[config.mk]
export PLATFORM = sky130hd
export DESIGN_NAME = design_mux_ctrl
export DESIGN_NICKNAME = d
export VERILOG_FILES = /design/src/rtl/design_mux_pkg.sv /design/src/rtl/design_mux_slice.sv /design/src/rtl/design_mux_ctrl.sv
export SDC_FILE = /design/constraint.sdc
export NUM_CORES = 1
export LEC_CHECK = 0
export BUFFER_PORTS_ARGS = -buffer_cell sky130_fd_sc_hd__buf_2
export CAP_MARGIN = 20
export CORE_UTILIZATION = 36
export CTS_BUF_LIST = sky130_fd_sc_hd__clkbuf_16
export CTS_CLUSTER_SIZE = 20
export DETAILED_ROUTE_END_ITERATION = 12
export GPL_TIMING_DRIVEN = 0
export MAX_ROUTING_LAYER = met4
export PLACE_DENSITY = 0.81
export SETUP_SLACK_MARGIN = 0.1
export SKIP_LAST_GASP = 1
export SLEW_MARGIN = 10
export SYNTH_ARGS = -nofsm -noshare
export SYNTH_HDL_FRONTEND = slang
export SYNTH_SLANG_ARGS = --single-unit
[constraint.sdc]
create_clock -name wb_clk_i -period 1.7 [get_ports wb_clk_i]
set_input_delay 0.085 -clock wb_clk_i [delete_from_list [all_inputs] [get_ports wb_clk_i]]
set_output_delay 0.085 -clock wb_clk_i [all_outputs]
set_load 0.05 [all_outputs]
[src/rtl/design_mux_pkg.sv]
// design_mux_pkg
// Shared types and defaults for the design-select controller that sits in
// front of the Caravel mprj_io pads.
//   state_t  : controller sequencing states
//   DEF_*    : default parameter values used by design_mux_ctrl
//   one_hot  : one-hot encoding of an index (up to 32 entries)
// Optional feature macro used by the slice: DESIGN_MUX_REG_OUT_EN.

package design_mux_pkg;

    typedef enum logic [1:0] {
        ACTIVE     = 2'd0,
        DRAIN      = 2'd1,
        RESET_HOLD = 2'd2
    } state_t;

    localparam int DEF_NDES          = 4;
    localparam int DEF_IO_W          = 16;
    localparam int DEF_SETTLE_CYCLES = 4;
    localparam int DEF_RESET_CYCLES  = 8;
    localparam int DEF_DEFAULT_SEL   = 0;

    // Callers size the result down to their own design count with a cast.
    function automatic logic [31:0] one_hot(input logic [31:0] idx);
        return 32'd1 << idx;
    endfunction

endpackage

[src/rtl/design_mux_slice.sv]
// design_mux_slice
// IO_W-wide NDES:1 selector for pad outputs and output enables, with a
// tristate override used while the controller is switching designs.
// Ports:
//   clk, rst           : clock and synchronous active-high reset (only used
//                        when the output register is built in)
//   sel                : index of the design to forward
//   tristate           : 1 forces io_oeb to all 1s and io_out to 0
//   des_io_out/oeb     : packed per-design buses, design d at [d*IO_W +: IO_W]
//   io_out, io_oeb     : selected pad output and active-low enable
// Macro DESIGN_MUX_REG_OUT_EN: when defined the outputs are registered
// (one cycle of latency, reset to the tristated value).

module design_mux_slice #(
    parameter int NDES  = 4,
    parameter int IO_W  = 16,
    parameter int SEL_W = 2
) (
    input  logic                 clk,
    input  logic                 rst,
    input  logic [SEL_W-1:0]     sel,
    input  logic                 tristate,
    input  logic [NDES*IO_W-1:0] des_io_out,
    input  logic [NDES*IO_W-1:0] des_io_oeb,
    output logic [IO_W-1:0]      io_out,
    output logic [IO_W-1:0]      io_oeb
);

    logic [IO_W-1:0] mux_out;
    logic [IO_W-1:0] mux_oeb;

    // Pick the selected design's slice; an out-of-range index or an active
    // tristate request leaves the pads as inputs driving zero.
    always_comb begin
        mux_out = '0;
        mux_oeb = '1;
        if (!tristate) begin
            for (int d = 0; d < NDES; d++) begin
                if (sel == SEL_W'(d)) begin
                    mux_out = des_io_out[d*IO_W +: IO_W];
                    mux_oeb = des_io_oeb[d*IO_W +: IO_W];
                end
            end
        end
    end

`ifdef DESIGN_MUX_REG_OUT_EN
    // Registered pad path: the tristate on a switch reaches the pads one
    // cycle after the controller leaves ACTIVE, as does the new design.
    always_ff @(posedge clk) begin
        if (rst) begin
            io_out <= '0;
            io_oeb <= '1;
        end else begin
            io_out <= mux_out;
            io_oeb <= mux_oeb;
        end
    end
`else
    // Purely combinational forwarding; clock and reset are not needed.
    logic unused_clk_rst;
    assign unused_clk_rst = &{1'b0, clk, rst};

    always_comb begin
        io_out = mux_out;
        io_oeb = mux_oeb;
    end
`endif

endmodule

[src/rtl/design_mux_ctrl.sv]
// design_mux_ctrl
// Chooses which of NDES sub-designs drives the shared user IO. A switch
// tristates the pads (DRAIN), holds the new design in reset (RESET_HOLD)
// and then forwards its pads (ACTIVE).
// Ports:
//   wb_clk_i, wb_rst_i     : clock, synchronous active-high reset
//   sel_req, sel_valid     : requested design index and its one-cycle strobe
//   force_reset            : strobe, re-runs the reset hold on the current design
//   des_io_out, des_io_oeb : per-design pad outputs / active-low enables
//   io_out, io_oeb         : to the mprj_io pads
//   des_reset, des_ena     : per-design reset (active-high) and enable
//   active_sel             : index of the current design
//   busy                   : high while not in ACTIVE
//   bad_sel                : sticky flag for an out-of-range request
// Macro DESIGN_MUX_REG_OUT_EN (in design_mux_slice): registered pad outputs.

module design_mux_ctrl
    import design_mux_pkg::*;
#(
    parameter int NDES          = DEF_NDES,
    parameter int IO_W          = DEF_IO_W,
    parameter int SETTLE_CYCLES = DEF_SETTLE_CYCLES,
    parameter int RESET_CYCLES  = DEF_RESET_CYCLES,
    parameter int DEFAULT_SEL   = DEF_DEFAULT_SEL,
    localparam int SEL_W        = $clog2(NDES)
) (
    input  logic                 wb_clk_i,
    input  logic                 wb_rst_i,
    input  logic [SEL_W-1:0]     sel_req,
    input  logic                 sel_valid,
    input  logic                 force_reset,
    input  logic [NDES*IO_W-1:0] des_io_out,
    input  logic [NDES*IO_W-1:0] des_io_oeb,
    output logic [IO_W-1:0]      io_out,
    output logic [IO_W-1:0]      io_oeb,
    output logic [NDES-1:0]      des_reset,
    output logic [NDES-1:0]      des_ena,
    output logic [SEL_W-1:0]     active_sel,
    output logic                 busy,
    output logic                 bad_sel
);

    localparam int MAX_CYC = (SETTLE_CYCLES > RESET_CYCLES) ? SETTLE_CYCLES : RESET_CYCLES;
    localparam int CNT_W   = $clog2(MAX_CYC + 1);

    localparam logic [CNT_W-1:0] SETTLE_LAST = CNT_W'(SETTLE_CYCLES - 1);
    localparam logic [CNT_W-1:0] RESET_LAST  = CNT_W'(RESET_CYCLES - 1);

    state_t           state, state_next;
    logic [CNT_W-1:0] cnt, cnt_next;
    logic [SEL_W-1:0] pending, pending_next;
    logic             queued, queued_next;
    logic [SEL_W-1:0] active_next;
    logic             bad_next;
    logic             req_ok;
    logic             req_bad;
    logic             tristate;
    logic [NDES-1:0]  active_onehot;

    // State register: every piece of controller state lives here so that a
    // reset anywhere in a switch sequence discards pending and queued work.
    always_ff @(posedge wb_clk_i) begin
        if (wb_rst_i) begin
            state      <= RESET_HOLD;
            cnt        <= '0;
            pending    <= '0;
            queued     <= 1'b0;
            active_sel <= SEL_W'(DEFAULT_SEL);
            bad_sel    <= 1'b0;
        end else begin
            state      <= state_next;
            cnt        <= cnt_next;
            pending    <= pending_next;
            queued     <= queued_next;
            active_sel <= active_next;
            bad_sel    <= bad_next;
        end
    end

    // Next-state logic. A request is only "ok" when it names an existing
    // design. In ACTIVE a fresh differing request beats both a queued one
    // and force_reset. DRAIN requests overwrite the pending target; those
    // in RESET_HOLD go into a one-deep queue that fires on the first
    // ACTIVE cycle. The counter restarts on every state change and
    // saturates rather than wrapping.
    always_comb begin
        req_ok       = sel_valid && (32'(sel_req) < NDES);
        req_bad      = sel_valid && !(32'(sel_req) < NDES);
        state_next   = state;
        pending_next = pending;
        queued_next  = queued;
        active_next  = active_sel;
        bad_next     = bad_sel | req_bad;

        case (state)
            ACTIVE: begin
                if (req_ok && (sel_req != active_sel)) begin
                    pending_next = sel_req;
                    queued_next  = 1'b0;
                    state_next   = DRAIN;
                end else if (queued) begin
                    queued_next = 1'b0;
                    state_next  = DRAIN;
                end else if (force_reset) begin
                    state_next = RESET_HOLD;
                end
            end
            DRAIN: begin
                if (req_ok) begin
                    pending_next = sel_req;
                end
                if (cnt == SETTLE_LAST) begin
                    active_next = pending_next;
                    state_next  = RESET_HOLD;
                end
            end
            RESET_HOLD: begin
                if (req_ok && (sel_req != active_sel)) begin
                    pending_next = sel_req;
                    queued_next  = 1'b1;
                end
                if (cnt == RESET_LAST) begin
                    state_next = ACTIVE;
                end
            end
            default: begin
                state_next = RESET_HOLD;
            end
        endcase

        if (state_next != state) begin
            cnt_next = '0;
        end else if (cnt != '1) begin
            cnt_next = cnt + 1'b1;
        end else begin
            cnt_next = cnt;
        end
    end

    // Output decode: only ACTIVE releases a design's reset and lets its pads
    // through; DRAIN also drops every enable so the outgoing design is idle.
    always_comb begin
        active_onehot = NDES'(one_hot(32'(active_sel)));
        tristate      = (state != ACTIVE);
        busy          = (state != ACTIVE);
        des_reset     = '1;
        des_ena       = active_onehot;
        case (state)
            ACTIVE:     des_reset = ~active_onehot;
            DRAIN:      des_ena   = '0;
            RESET_HOLD: des_ena   = active_onehot;
            default:    des_ena   = '0;
        endcase
    end

    design_mux_slice #(
        .NDES  (NDES),
        .IO_W  (IO_W),
        .SEL_W (SEL_W)
    ) u_slice (
        .clk        (wb_clk_i),
        .rst        (wb_rst_i),
        .sel        (active_sel),
        .tristate   (tristate),
        .des_io_out (des_io_out),
        .des_io_oeb (des_io_oeb),
        .io_out     (io_out),
        .io_oeb     (io_oeb)
    );

endmodule

=== Yosys cells after proc, flatten, opt, wreduce, memory -nomap -nowiden ===
Index checks and enable logic that the tools add are counted.

* Register bits: 11
* Bits of input ports: 134
* Output and inout bits: 44
* Word-level logic and storage cells: 54

* $add $sub $neg: 1
* Eq/ne operators: 12
* Shift operators: 1
* Muxes and demuxes: 23
* Bitwise gates (word level): 1
* Reduce and logical (&&, ||, !) cells: 11

{| class="wikitable"
|+ Operators by type and width
! kind !! number
|-
| $mux W16 || 10
|-
| $mux W2 || 7
|-
| $mux W4 || 2
|-
| $eq A2 B2 Y1 const B || 3
|-
| $pmux W2 S3 || 1
|-
| $reduce_and A2 Y1 || 3
|-
| $reduce_bool A2 Y1 || 3
|-
| $add A4 B1 Y4 const B || 1
|-
| $eq A2 B1 Y1 const B || 2
|-
| $eq A4 B2 Y1 const B || 1
|-
| $eq A4 B3 Y1 const B || 1
|-
| $logic_not A2 Y1 || 2
|-
| $ne A2 B2 Y1 || 2
|-
| $ne A4 B4 Y1 const B || 1
|-
| $not A4 Y4 || 1
|-
| $pmux W2 S2 || 1
|-
| $reduce_or A2 Y1 || 2
|-
| $shl A1 B2 Y4 const A || 1
|-
| $ne A2 B1 Y1 const B || 1
|-
| $ne A2 B2 Y1 const B || 1
|-
| $pmux W1 S2 || 1
|-
| $logic_and A1 B1 Y1 || 1
|-
| $mux W1 || 1
|}

=== Depth between registers and ports, before layout ===
Gate-level depths: netlist (run 1).

* Depth after elaboration: 6
* Mapped depth: 6
* Mapped depth without buffers: 5

=== Modules after synthesis ===
A second synthesis (run 1) with hierarchy kept.

* Cells, all modules: 190
* Area, all modules: 1685.4 µm²

{| class="wikitable"
|+ By module, submodules not included
! module !! instances !! cells an instance !! area each (µm²) !! sequential area each (µm²)
|-
| design_mux_slice || 1 || 114 || 1031.0 || 0.0
|-
| design_mux_ctrl || 1 || 76 || 654.4 || 220.2
|}

=== Worst setup path after synthesis (run 1) ===
OpenSTA, ideal clock, no wires.

* Kind: reg-to-output
* From: register active_sel[1]
* To: output port des_ena[2]
* Data arrival time: 2.295 ns
* Data required time: 1.615 ns
* Setup slack: -0.680 ns
* Stages on the path, launching flop included: 4
* Buffers on the path: 2
* Cell sequence: dfxtp_1 -> buf_2 -> clkbuf_1 -> nor3b_1

* Cells in the longest elaborated chain, start to end: 2

{| class="wikitable"
|+ RTL lines
! item !! RTL line !! text
|-
| start, declared || design_mux_ctrl.sv:38 || <nowiki>output logic [SEL_W-1:0] active_sel,</nowiki>
|-
| start signal, assigned || design_mux_ctrl.sv:68 || <nowiki>active_sel <= SEL_W'(DEFAULT_SEL);</nowiki>
|-
| start signal, assigned || design_mux_ctrl.sv:75 || <nowiki>active_sel <= active_next;</nowiki>
|-
| $shl A1 B2 Y4 || design_mux_pkg.sv:25 || <nowiki>return 32'd1 << idx;</nowiki>
|-
| $mux W4 || design_mux_ctrl.sv:148 || <nowiki>case (state)</nowiki>
|-
| end, declared || design_mux_ctrl.sv:37 || <nowiki>output logic [NDES-1:0] des_ena,</nowiki>
|}

Every way passes these cells.

=== Worst setup path in the final report (run 1) ===
* From: register active_sel[0]
* To: output port io_out[13]

* Cells in the longest elaborated chain, start to end: 6
* Elaborated cells on any way between the ends: 9
* Those cells by class: 3 x eq/ne; 5 x mux; 1 x reduce/logical

{| class="wikitable"
|+ RTL lines
! item !! RTL line !! text
|-
| $logic_not A2 Y1 || design_mux_slice.sv:39 || <nowiki>if (sel == SEL_W'(d)) begin</nowiki>
|-
| $mux W16 (3 in series) || design_mux_slice.sv:39 ||
|-
| $mux W16 (*) || design_mux_slice.sv:39 ||
|-
| $mux W16 (*) || design_mux_slice.sv:37 || <nowiki>if (!tristate) begin</nowiki>
|-
| end, declared || design_mux_ctrl.sv:34 || <nowiki>output logic [IO_W-1:0] io_out,</nowiki>
|}

Mark *: on every way between the ends. The rest lies on a longest branch, timed or not.

==> results of run 1 <==
==> metal layers <==
metal	share of wire, %	global-route usage, %
met1	35	28.4
met2	55	48.0
met5	0	-
met4	2.8	5.78
met3	6.6	4.18
==> cells in the mapped netlist (all sizes together) <==
cell type and count:
a22oi 1, and3 1, or3 1, nor3b 5, buf 14, mux4 32
a311oi 3, ha 1, xnor2 1, a2111oi 1, nor2 5, o21a 1
clkbuf 4, a31oi 1, nor2b 2, conb 1, nand3 3, a21o 1
xor2 2, nor3 4, nand3b 2, o221ai 1, a211oi 1, a21boi 1
inv 3, dfxtp 11, nand2 7, and2 16, nand2b 16, a21oi 4
o211ai 1, nand4 1, mux2i 5
==> stage by stage <==
stage	setup TNS [ns]	hold slack [ns]	setup WS, ns	util, %	instances
3_5_place_dp	-1.08	0.348	-0.156	62.6	381
3_3_place_gp	-1.32	0.336	-0.182	62.6	381
2_1_floorplan	0	0.147	0.0696	-	153
5_1_grt	-3.44	0.105	-0.144	77.8	396
4_1_cts	-3.03	0.0948	-0.142	70.4	389
6_report	-2.25	0.0985	-0.114	77.8	396
==> area by class of cell <==
type	instances	share of cell area (%)
sequential	11	6.56
buffer	17	5.10
multi-input combinational	121	44.9
clock inverter	1	0.109
tap	52	1.90
clock buffer	3	2.19
inverter	3	0.328
timing repair buffer	188	38.9
==> critical path, cell delays in order (launching register included) <==
cell,delay [ns]
dfxtp_4,0.37
buf_12,0.14
clkbuf_16,0.15
mux4_2,0.51
and2_4,0.18
buf_6,0.14
==> timing repair <==
action	4_1_cts	5_1_grt
cloned	1	3
setup endpoints to repair	38	46
buffers inserted	3	5
pin swaps	4	11
gates resized for setup	71	62
==> power groups by stage <==
stage | Combinational [mW] | Sequential (mW) | Clock, mW
final | 0.339 | 0.281 | 0.429
after global routing | 0.361 | 0.282 | 0.446
after CTS | 0.316 | 0.278 | 0.439
after detailed placement | 0.310 | 0.283 | 0
after global placement | 0.299 | 0.282 | 0
after floorplan | 0.144 | 0.280 | 0
==> worst max path at each step <==
| stage | to | depth (start not counted) | start | slack (ns) |
|---|---|---|---|---|
| floorplan | io_oeb[0] | 4 | active_sel[0] | 0.07 |
| global placement | io_out[9] | 6 | state[1] | -0.18 |
| detailed placement | io_out[8] | 6 | state[1] | -0.16 |
| CTS | io_oeb[11] | 5 | active_sel[0] | -0.14 |
| global route | io_out[13] | 5 | active_sel[0] | -0.14 |
| finish | io_out[13] | 5 | active_sel[0] | -0.11 |
==> cell families after synthesis <==
group                      synth area share, %
and+or+nand+nor                           22.6
muxes                                     45.8
buffers and inverters                     7.73
AOI/OAI and AO/OA                         8.25
DFF                                       13.1
xor gates and xnor gates                  1.56
adders and majority gates                0.743
other                                    0.223
==> sequential cells by signal, summed over array words and instances, names as in the netlist <==
name and flops:
state 2, active_sel 2, cnt 4, pending 2
queued 1
==> impl_metrics.toml, run 1 <==
[grt]
grt_antenna_before_repair = 0
grt_pass1_wl_um = 9790
grt-ovfl-total = 0
first_global_vias = 2066
grtUsageTotal_pct = 25.8
grt_max_degree = 11

[clock_network]
cts_root_buf = "clkbuf_16"
clock_sinks = 11
cts_buffer_depth = 2
clkTransAtPathRegs_ns = 0.04
cts_buffers = 3
clock_latency_ns = 0.24
cts_hold_buf = 0
cts_htree_levels = 1
cts_tree = "yes"

[final_layout]
fillCellCount = 310
layout_commonest_cell = "buf_2"
final_cell_mix = "buf_2 (143), mux4_2 (32), buf_6 (22)"
final_cell_area_sq_um = 3430
finalNetCount = 480
multi_input_area_sq_um = 1540
drive_gt1_share_pct = 84.9
area_growth_pct = 104
diodes = 0
regArea_sq_um = 225

[worst_setup_path]
rr_worst_depth = 6
cp-end-kind = "primary output"
critPathArrivalTime_ns = 1.73
cp_data_required_time_ns = 1.62
timing.rr.start = "active_sel[0]"
rr_endpoint = "pending[1]"
crit_path_start_kind = "register"
cp_max_fo = 5
crit_type = "reg -> out"
rrSetupSlack_ns = 0.17

[pwr]
power.internal_mw = 0.794
pwr-share-clk_pct = 40.9
power_mw = 1.05
p_leak_nw = 1.57
p_seq_share_pct = 26.8
switching_share_pct = 24.3
p_comb_share_pct = 32.3
powerDensity_nw_per_um2 = 306
power.net_switching_mw = 0.255
ir_drop_mv = 0.519

[min_path]
hold_path.startpoint = "wb_rst_i"
hold_path_class = "in -> reg"
worstHoldPathCells = 2
hold_end = "active_sel[1]"

[sta]
fin_ws_ns = -0.114
skew_ns = 0.00198
setup_violations = 32
max_freq_ghz = 0.551
grt_setup_unrepaired = "yes"
fin_crit_sh_pct = 107
slew_violations = 0
post-route-min-period_ns = 1.81
hold_viol_final = 0

[drt]
drcViolationCount = 0
dr.first_iter.drc_count = 58
vias = 2106
dr.pass1.iters = 4
via_per_inst = 5.32
finalWirelength_um = 7070
wl_per_cell_um = 17.8
final_antenna_net_count = 0

[floorplan]
dieHeight_um = 70.4
rows = 24
die_w_um = 70.4
start_util_pct = 38.1
die_area_sq_um = 4950
num_io_pins = 178
coreArea_sq_um = 4410

[placement]
dp_hpwl_um = 5010
placed_area_sq_um = 2770
io_buffer_count = 176
place_congestion = 0.799

[synth]
synth_top_cell_by_area = "mux4_2"
synth_nets = 288
synth_top_area_share_pct = 42.8
synth_seq_cells = 11
syn_area_sq_um = 1680
ys_warn_count = 0
ys_types = 39
ys_seq_area_share_pct = 13.1
postSynthCellCount = 153
netlist_top_cells_area = "mux4_2 (43%), dfxtp_1 (13%), and2_1 (5.9%)"
syn_avg_cell_area_sq_um = 11.0

[status]
violations = "setup timing"
status = "complete, but fails checks"

[flow_run]
drv_cap = 0
Note: power is estimated with default switching activity, not from simulation.
==> run 2, diff against run 1 <==
Settings changed: TNS_END_PERCENT set to 30.
==> run 2 against run 1 <==
Net effect:
- the flow still finishes with violations (setup timing)
- global-route usage decreased by 0.40 points
- first-iteration DRC count decreased by 50%
- design area decreased by 3.7%
- sequential cell count unchanged
- sequential share of layout area increased by 0.25 points
- total power decreased by 1.6%
- non-clock buffer count decreased by 4
- clock power decreased by 1%
- clock skew increased by 0.0029 ns
- setup slack got worse by 0.0020 ns
- critical endpoint is now io_out[6]
- largest power group unchanged
==> impl_metrics.toml, run 2 (synthesis results as in run 1) <==
[clock_network]
cts_tree = "yes"
cts_hold_buf = 0
clkTransAtPathRegs_ns = 0.04
cts_buffers = 3
clock_sinks = 11
cts_root_buf = "clkbuf_16"
cts_buffer_depth = 2
cts_htree_levels = 1
clock_latency_ns = 0.24

[drt]
wl_per_cell_um = 16.5
dr.pass1.iters = 4
via_per_inst = 5.29
vias = 2075
final_antenna_net_count = 0
finalWirelength_um = 6470
drcViolationCount = 0
dr.first_iter.drc_count = 29

[sta]
skew_ns = 0.00493
post-route-min-period_ns = 1.82
hold_viol_final = 0
fin_ws_ns = -0.116
slew_violations = 0
grt_setup_unrepaired = "yes"
max_freq_ghz = 0.551
fin_crit_sh_pct = 107
setup_violations = 33
tns_ns = -2.30

[placement]
place_inst = 381
io_buffer_count = 176
place_congestion = 0.789
dp_hpwl_um = 5020
placed_area_sq_um = 2710

[floorplan]
die_w_um = 70.4
die_area_sq_um = 4950
coreArea_sq_um = 4410
dieHeight_um = 70.4
start_util_pct = 38.1
rows = 24
num_io_pins = 178

[final_layout]
drive_gt1_share_pct = 82.4
regArea_sq_um = 225
finalNetCount = 476
multi_input_area_sq_um = 1490
layout_commonest_cell = "buf_2"
largest-register = "cnt"
diodes = 0
area_growth_pct = 96.4
largest_reg_flops = 4
final_cell_count_no_fill = 392
final_cell_area_sq_um = 3310
final_cell_mix = "buf_2 (148), mux4_2 (32), buf_6 (18)"
fillCellCount = 304

[worst_setup_path]
crit_path_start_kind = "register"
cpLargestDelayFamily = "multiplexers"
cp_max_fo = 8
critPathArrivalTime_ns = 1.73
cp_data_required_time_ns = 1.62
crit_type = "reg -> out"
critical_path_buf_inv_count = 3
max_stage_delay_ns = 0.51
cpMaxStageDelayCell = "mux4_2"
cp_cell_sequence = "buf_12 > clkbuf_16 > mux4_2 > and2_4 > buf_6"
cp-end-kind = "primary output"

[pwr]
p_leak_nw = 1.54
power.net_switching_mw = 0.245
ir_drop_mv = 0.663
powerDensity_nw_per_um2 = 312
pwr-share-clk_pct = 41.1
power_mw = 1.03
p_seq_share_pct = 27.0
p_comb_share_pct = 31.9
power.internal_mw = 0.788
switching_share_pct = 23.7

[grt]
first_global_vias = 2103
grtUsageTotal_pct = 25.4
grt-ovfl-total = 0
grt_pass1_wl_um = 9680
grt_antenna_before_repair = 0
grt_max_degree = 11

[status]
status = "complete, but fails checks"
violations = "setup timing"

[flow_run]
drv_cap = 0

[min_path]
hold_path_class = "in -> reg"
-- run 2: area by class of cell --
cell class              count  share of cell area, %
plain buffers              18                   5.87
clock buffers               3                   2.27
clock inverters             1                  0.114
inverters                   3                  0.341
multi-input cells         121                   45.2
flip-flops and latches     11                   6.81
well taps                  52                   1.97
repair buffers            183                   37.4
-- run 2: power groups by stage --
| stage | logic, mW | registers, mW | clock network, mW |
|---|---|---|---|
| final | 0.329 | 0.279 | 0.424 |
| after global routing | 0.353 | 0.279 | 0.459 |
| after CTS | 0.314 | 0.278 | 0.433 |
| after detailed placement | 0.307 | 0.283 | 0 |
| after global placement | 0.295 | 0.282 | 0 |
| after floorplan | 0.139 | 0.280 | 0 |
-- run 2: layer usage --
| metal | vias to the layer above | wire length (um) | global-route usage, % | share of wire (%) |
|---|---|---|---|---|
| li1 | 965 | - | - | - |
| met1 | 984 | 2290 | 28.4 | 35 |
| met2 | 107 | 3540 | 43.9 | 55 |
| met3 | 19 | 482 | 5.05 | 7.4 |
| met4 | 0 | 162 | 10.4 | 2.5 |
| met5 | - | 0 | - | 0 |
-- run 2: repair_timing --
action	CTS	global route
gates cloned	1	2
endpoints found under the setup margin	37	45
setup buffers	2	2
pin swaps	0	4
resized for setup	58	74
-- run 2: worst paths after layout --
path | start | endpoint | slack, ns | depth (start not counted)
setup / recovery | active_sel[0] | io_out[6] | -0.12 | 5
hold / removal | wb_rst_i | active_sel[0] | 0.1 | 2
setup reg to reg | cnt[0] | cnt[2] | 0.10 | 5
hold reg to reg | pending[1] | pending[1] | 0.46 | 2
-- run 2: per-stage QoR --
step	hold WS (ns)	util (%)	setup WS, ns
after CTS	0.0915	68.1	-0.130
after floorplan	0.147	-	0.0574
final	0.0978	74.9	-0.116
after global routing	0.106	74.9	-0.142
after detailed placement	0.345	61.3	-0.177
after global placement	0.340	61.3	-0.162
